### src/rtl/branch_predict_unit.sv
// rtl/branch_predict_unit.sv - 2-bit saturating-counter BHT with EX-stage branch resolution (optional perf counters: BRANCH_PERF_EN)
module branch_predict_unit #(
  parameter int BHT_DEPTH = 64,
  parameter int PC_WIDTH  = 32
) (
  input  logic                clk,
  input  logic                rst_n,
  input  logic [PC_WIDTH-1:0] if_pc,
  output logic                pred_taken,
  input  logic                ex_valid,
  input  logic [PC_WIDTH-1:0] ex_pc,
  input  logic [31:0]         Inst,
  input  logic                BrEq,
  input  logic                BrLT,
  input  logic                ex_pred_taken,
  output logic                jump,
  output logic                mispredict,
  output logic                is_branch
`ifdef BRANCH_PERF_EN
  ,
  output logic [31:0]         br_count,
  output logic [31:0]         mis_count
`endif
);

  localparam int IDX = $clog2(BHT_DEPTH);

  localparam logic [6:0] OP_BRANCH = 7'b1100011;
  localparam logic [6:0] OP_JAL    = 7'b1101111;
  localparam logic [6:0] OP_JALR   = 7'b1100111;

  logic [1:0]     bht [BHT_DEPTH];
  logic [IDX-1:0] if_idx;
  logic [IDX-1:0] ex_idx;
  logic [6:0]     opcode;
  logic [2:0]     funct3;
  logic           dec_jump;
  logic           dec_branch;
  logic           unused_ok;

  // PC bits outside the index field and most instruction bits are deliberately ignored
  assign unused_ok = ^{if_pc, ex_pc, Inst};

  assign if_idx = if_pc[IDX+1:2];
  assign ex_idx = ex_pc[IDX+1:2];
  assign opcode = Inst[6:0];
  assign funct3 = Inst[14:12];

  // Prediction is the MSB of the registered counter; no bypass of a same-cycle update
  assign pred_taken = bht[if_idx][1];

  // Decode the EX instruction into branch/jump intent and branch outcome
  always_comb begin
    dec_jump   = 1'b0;
    dec_branch = 1'b0;
    case (opcode)
      OP_BRANCH: begin
        case (funct3)
          3'b000: begin dec_branch = 1'b1; dec_jump = BrEq;  end
          3'b001: begin dec_branch = 1'b1; dec_jump = !BrEq; end
          3'b100,
          3'b110: begin dec_branch = 1'b1; dec_jump = BrLT;  end
          3'b101,
          3'b111: begin dec_branch = 1'b1; dec_jump = !BrLT; end
          default: begin dec_branch = 1'b0; dec_jump = 1'b0; end
        endcase
      end
      OP_JAL, OP_JALR: dec_jump = 1'b1;
      default: begin
        dec_jump   = 1'b0;
        dec_branch = 1'b0;
      end
    endcase
  end

  assign jump       = ex_valid & dec_jump;
  assign is_branch  = ex_valid & dec_branch;
  assign mispredict = is_branch & (jump != ex_pred_taken);

  // Counter table: reset to weak-NT, otherwise train on resolved conditional branches
  always_ff @(posedge clk) begin
    if (!rst_n) begin
      for (int i = 0; i < BHT_DEPTH; i++) begin
        bht[i] <= 2'b01;
      end
    end else if (is_branch) begin
      if (jump) begin
        if (bht[ex_idx] != 2'b11) bht[ex_idx] <= bht[ex_idx] + 2'd1;
      end else begin
        if (bht[ex_idx] != 2'b00) bht[ex_idx] <= bht[ex_idx] - 2'd1;
      end
    end
  end

`ifdef BRANCH_PERF_EN
  // Event counters for trained branches and mispredictions, wrapping naturally
  always_ff @(posedge clk) begin
    if (!rst_n) begin
      br_count  <= 32'd0;
      mis_count <= 32'd0;
    end else begin
      if (is_branch)  br_count  <= br_count + 32'd1;
      if (mispredict) mis_count <= mis_count + 32'd1;
    end
  end
`endif

endmodule

### config.mk
export PLATFORM = sky130hd
export DESIGN_NAME = branch_predict_unit
export DESIGN_NICKNAME = d
export VERILOG_FILES = /design/src/rtl/branch_predict_unit.sv
export SDC_FILE = /design/constraint.sdc
export NUM_CORES = 1
export LEC_CHECK = 0
export CAP_MARGIN = 40
export CORE_MARGIN = 5
export CORE_UTILIZATION = 49
export DETAILED_ROUTE_END_ITERATION = 8
export MAX_ROUTING_LAYER = met4
export PLACE_DENSITY = 0.73
export SKIP_CTS_REPAIR_TIMING = 1
export SLEW_MARGIN = 30
export SYNTH_ARGS = -nofsm -noshare
export SYNTH_HDL_FRONTEND = slang
export SYNTH_SLANG_ARGS = --single-unit
### constraint.sdc
create_clock -name clk -period 5.85 [get_ports clk]
set_input_delay 1.17 -clock clk [delete_from_list [all_inputs] [get_ports clk]]
set_output_delay 1.17 -clock clk [all_outputs]
set_load 0.02 [all_outputs]
* Word level (Yosys, flattened, before mapping) *
Memories as Yosys holds them, arrays and structs flattened.
Cells that the tools add are included.

word-level totals
  bits in registers = 0
  memory bits (writable) = 128
  input port bits = 102
  output and inout bits = 4
  word-level logic and storage cells = 45
  memories = 1

operators by class
  add/subtract/negate cells = 2
  equal/unequal tests = 10
  muxes and demuxes = 19
  bitwise operators = 4
  reductions and logical operators = 9

memory list
  memory  words  bits a word  read ports  clocked after memory_dff  wr ports  RTL line  text
  bht     64     2            2           0                         64        32        logic [1:0] bht [BHT_DEPTH];

operator list
  kind                                                                   number
  7-bit equality test, second input constant                             3
  1-bit 2-to-1 mux                                                       14
  3-bit equality test, second input constant                             4
  2-bit OR reduction                                                     4
  6-bit 2-to-1 mux                                                       1
  6-bit OR reduction                                                     1
  2-bit 2-to-1 mux                                                       2
  1-bit one-hot mux with 4 select lines                                  1
  1-bit bitwise AND                                                      3
  3-bit by 1-bit equality test with 1-bit output, second input constant  1
  3-bit zero test                                                        1
  2-bit by 1-bit adder with 2-bit output, second input constant          1
  1-bit zero test                                                        2
  2-bit inequality test, second input constant                           1
  1-bit one-hot mux with 2 select lines                                  1
  2-bit nonzero test                                                     1
  2-bit by 1-bit subtractor with 2-bit output, second input constant     1
  1-bit inequality test                                                  1
  1-bit OR                                                               1

* Logic depth before layout (Yosys ltp) *
Gate-level depths: netlist of the first run.

  depth after elaboration = 12
  gate-level depth with buffers = 14
  depth with buffers taken out = 8

* Worst setup path before layout of the first run *
OpenSTA, ideal clock, no wires.

  path kind = in2out
  start = input if_pc[2]
  end = output pred_taken
  arrival = 3651 ps
  data required time = 4680 ps
  slack = 1029 ps
  cell stages on the path = 5
  path buffers = 2
  path through = clkbuf_1 buf_1 mux4_2 mux4_2 mux4_2

between the ends
  word-level cells in the longest chain between the ends = 1

ends and longest elaborated chain
  item               RTL line  text
  start, declared    8         input logic [PC_WIDTH-1:0] if_pc,
  memory 64 x 2 bit  n/a
  end, declared      9         output logic pred_taken,

Every way passes these cells.

* Final worst setup path of the first run *
Same ends and word-level chain as after synthesis.

==> results of run 1 <==
==> cell families (layout without fill, tap and decap cells) <==
family | count (synthesis) | in the layout | share of synthesized area, %
muxes | 68 | 68 | 17.55
and+or+nand+nor | 243 | 243 | 15.65
AOI/OAI and AO/OA | 88 | 88 | 7.277
xor gates and xnor gates | 4 | 4 | 0.4935
DFF | 128 | 128 | 54.13
buffers and inverters | 70 | 90 | 4.899
==> layout make-up <==
class	count	area, µm²
clock inverters	13	170.2
multi-input cells	403	2940
repair buffers	57	553.0
clock buffers	18	429.2
fillers	1145	6195
well taps	184	230.2
flip-flops and latches	128	3844
inverters	2	7.507
==> placed cells by master, fill, tap and decap left out, drive strengths merged, types with 4 or more instances in the layout <==
master / netlist / routed
mux2i: 12 / 12
nand2: 70 / 70
o21ai: 66 / 66
clkinv: 0 / 6
o221ai: 4 / 4
clkdlybuf4s50: 0 / 30
clkbuf: 40 / 18
and2: 4 / 4
mux2: 12 / 12
mux4: 44 / 44
nor2: 72 / 72
edfxtp: 128 / 128
a22oi: 9 / 9
nor3: 4 / 4
buf: 28 / 27
bufinv: 0 / 4
nand3: 72 / 72
==> path summary, 6_finish.rpt <==
path | start | endpoint | slack, ns | cells past startpoint
worst min register to register | bht[45][1] | bht[23][0] | 1.49 | 7
worst max-delay path | if_pc[2] | pred_taken | 0.60 | 6
worst max register to register | bht[47][0] | bht[4][1] | 2.34 | 9
worst min-delay path | bht[45][1] | bht[23][0] | 1.49 | 7
==> worst max-delay path, delay by kind of cell <==
family / cells / cell delay [ns]
muxes: 3 / 1.62
buffers and inverters: 3 / 1.28
==> routing by layer <==
metal | share of wire [%] | routed length [µm]
met3 | 8.0 | 1416
met1 | 37 | 6583
met5 | 0 | 0
met2 | 51 | 8975
met4 | 4.4 | 787
==> metrics by stage <==
step | cell area (µm²) | util, % | power, mW | hold WS [ns]
floorplan | 7101 | - | 1.180 | 1.175
global placement | 7572 | 52.70 | 1.247 | 1.443
detailed placement | 7575 | 52.72 | 1.255 | 1.467
CTS | 8174 | 56.89 | 2.322 | 1.482
global route | 8174 | 56.89 | 2.381 | 1.544
finish | 8174 | 56.89 | 2.324 | 1.487
==> power groups by stage <==
stage / logic [mW] / clock network (mW) / registers [mW]
global route: 0.220 / 1.13 / 1.03
floorplan: 0.134 / 0 / 1.05
finish: 0.207 / 1.08 / 1.03
global placement: 0.198 / 0 / 1.05
detailed placement: 0.204 / 0 / 1.05
CTS: 0.205 / 1.08 / 1.03
==> results by stage, run 1 <==
Pwr:
- Net switching is between 20 and 25% of the power.
- Of the total power, combinational logic draws under 10%.
- Internal power comes to 1.816 mW.
- In this run the power density over the cells is 284.3 nW/µm².
- The part of the power in registers is 44.4%.
- The clock network power share is 46.7%.
- The cell leakage power is around 2.3 nW.
- The net switching power of the design is 0.5076 mW.
- The worst-case IR drop observed on VDD is ~0.20 mV.

CTS:
- The clock sink total is approximately 130.
- The clock tree from TritonCTS is yes.
- Counting the buffers created by CTS gives 17.
- The number of H-tree levels is 4.
- In this run the deepest clock path goes through 2 buffers.
- The clock insertion delay at the later pin of the skew report is 0.42 ns.
- The CTS clock-pin slew for the worst setup and hold paths is ~0.060 ns.
- In this run the clock root is driven by a clkbuf_16.

Drt:
- The aggregate routed wire length is ~18000 µm.
- Using the TritonRoute via totals, the vias-per-cell ratio works out to ~6.4.
- The number of violations reported at the end of detailed-routing iteration 0 is between 800 and 900.
- After detailed routing, the number of remaining DRC violations is 0.
- In this run the remaining antenna-violating nets after routing total 0.
- The via total after detailed routing is between 5000 and 6000.
- For this run, the detailed router's first-pass iteration total came to 5.
- The average routed wire per standard cell is about 22 µm.

Logic synthesis:
- The mapped cell area is 7101 µm².
- The count of warnings emitted by yosys is 0.
- The number of synthesized flops with an enable pin is 128.
- The most common cell in the netlist is edfxtp_1.
- Synthesis produced a netlist with a net count of roughly 700.
- The top cell type by total area after synthesis is edfxtp_1.
- Averaged over all synthesized cells, the footprint is between 10 and 15 µm².
- By count the netlist is led by 128 x edfxtp_1, 72 x nor2_1, 71 x nand3_1, 70 x nand2_1, 59 x o21ai_0.
- The most used flip-flop cell after synthesis is edfxtp_1.
- The number of distinct library cells after synthesis is 43.
- The share of the synthesized area in the top cell type is between 50% and 60%.
- Ranked by total cell area, the synthesized netlist is headed by edfxtp_1 54%, mux4_2 14%, nand3_1 5.0%, o21ai_0 4.2%, nor2_1 3.8%.
- The register bit total from synthesis is 128.
- Synthesis produced a netlist whose cell count is around 600.
- After synthesis, the share of flip-flops with an asynchronous set or reset is 0%.
- Sequential elements use between 50% and 60% of the synthesized area.

STA:
- Setup violations remaining at the end of the flow were counted as 0.
- The worst path in the final design needs a cycle of around 5.2 ns, including I/O delays and setup.
- The actual transition at the worst max-transition pin is approximately 0.83 ns.
- The worst clock skew is between 0.008 and 0.009 ns.
- The setup TNS is 0 ns.
- In this run the tightest slew margin relative to its limit is roughly 44%.
- The final-report max-slew violation count is 0.
- The worst-case setup margin in the final layout is roughly 0.60 ns.
- The final-report hold violation count came to 0.
- The post-route clock period utilization is 89.69%.
- Setup repair after global routing left no endpoint under its margin.
- Timing would allow up to 190.6 MHz.

Global route:
- The number of global-route vias before repair came to around 5200.
- The first-pass GRT wire length is between 20000 and 30000 µm.
- Across every metal layer, demand over resource in global routing totals a little under a quarter.
- The largest net degree at the start of global routing is 66.
- The most congested layer reported by global routing is met2.
- In the global route stage, met3 resource usage came out at ~4.4%.
- The number of antenna violations at the first check in global routing came to 0.
- The global routing met2 resource utilization is 35.49%.
- The total congestion overflow is 0.
- For met1 alone, demand over resource in global routing was between 20% and 30%.

Die:
- The floorplan has 44 rows.
- The core outline area is between 10000 and 15000 µm².
- The starting density of the core is between 40% and 50%.
- In this run the count of I/O pins placed on the die edge is ~110.
- The overall die height is approximately 130 µm.
- The die footprint is ~17000 µm².
- From left edge to right edge, the die measures around 130 µm.

Setup path:
- The kind of start point of the critical path is an input port.
- The critical path's largest stage delay is 0.57 ns.
- For the worst setup path, the data arrival time is 4.08 ns.
- Data on the critical path is required at its endpoint by around 4.7 ns.
- Along the worst path, the maximum fanout reaches 16.
- The kind of end point of the critical path is a primary output.
- The critical-path cell with the highest stage delay is mux4_2.
- The worst setup path is of the input port to primary output kind.
- Counting stages on the worst path, the most repeated cell is mux4_2.
- Walking the worst path, the cells encountered are clkdlybuf4s50_1, buf_12, mux4_2, mux4_2, mux4_2, clkdlybuf4s50_1.

Worst hold path:
- The class of the tightest hold or removal check is flip-flop to flip-flop.

Run:
- The number of max-cap violations is 0.

Cells and area:
- The layout cell share with drive strength beyond 1 is roughly a fifth.
- The growth of design area from synthesis to finish is 15.12%.
- The final non-filler cell total is 805.
- The largest registers in the layout are bht: 128 flops.
- The register bank with the most flops is bht.
- The register with the most flip-flops in the layout has 128 of them.
- The final-stage net count is 711.
- 0 antenna diodes ended up in the layout.

Placed design:
- At the end of routability-driven placement, the weighted congestion stood at approximately 0.87.
- Including well taps, the total number of placed cells is just under 800.
- The HPWL after detailed placement is between 10000 and 15000 µm.
- At the placement stage, the worst setup path has a slack of about 0.55 ns.
- The count of input and output buffers is 31.

Outcome:
- The run finished with clean final reports.
Power figures use the tool's default switching activity.
==> inputs of run 2 (changes only) <==
CTS_CLUSTER_SIZE = 25   (was default)
==> results of run 2 <==
Same layout as run 1: the final DEF is identical, and so are final timing and power.
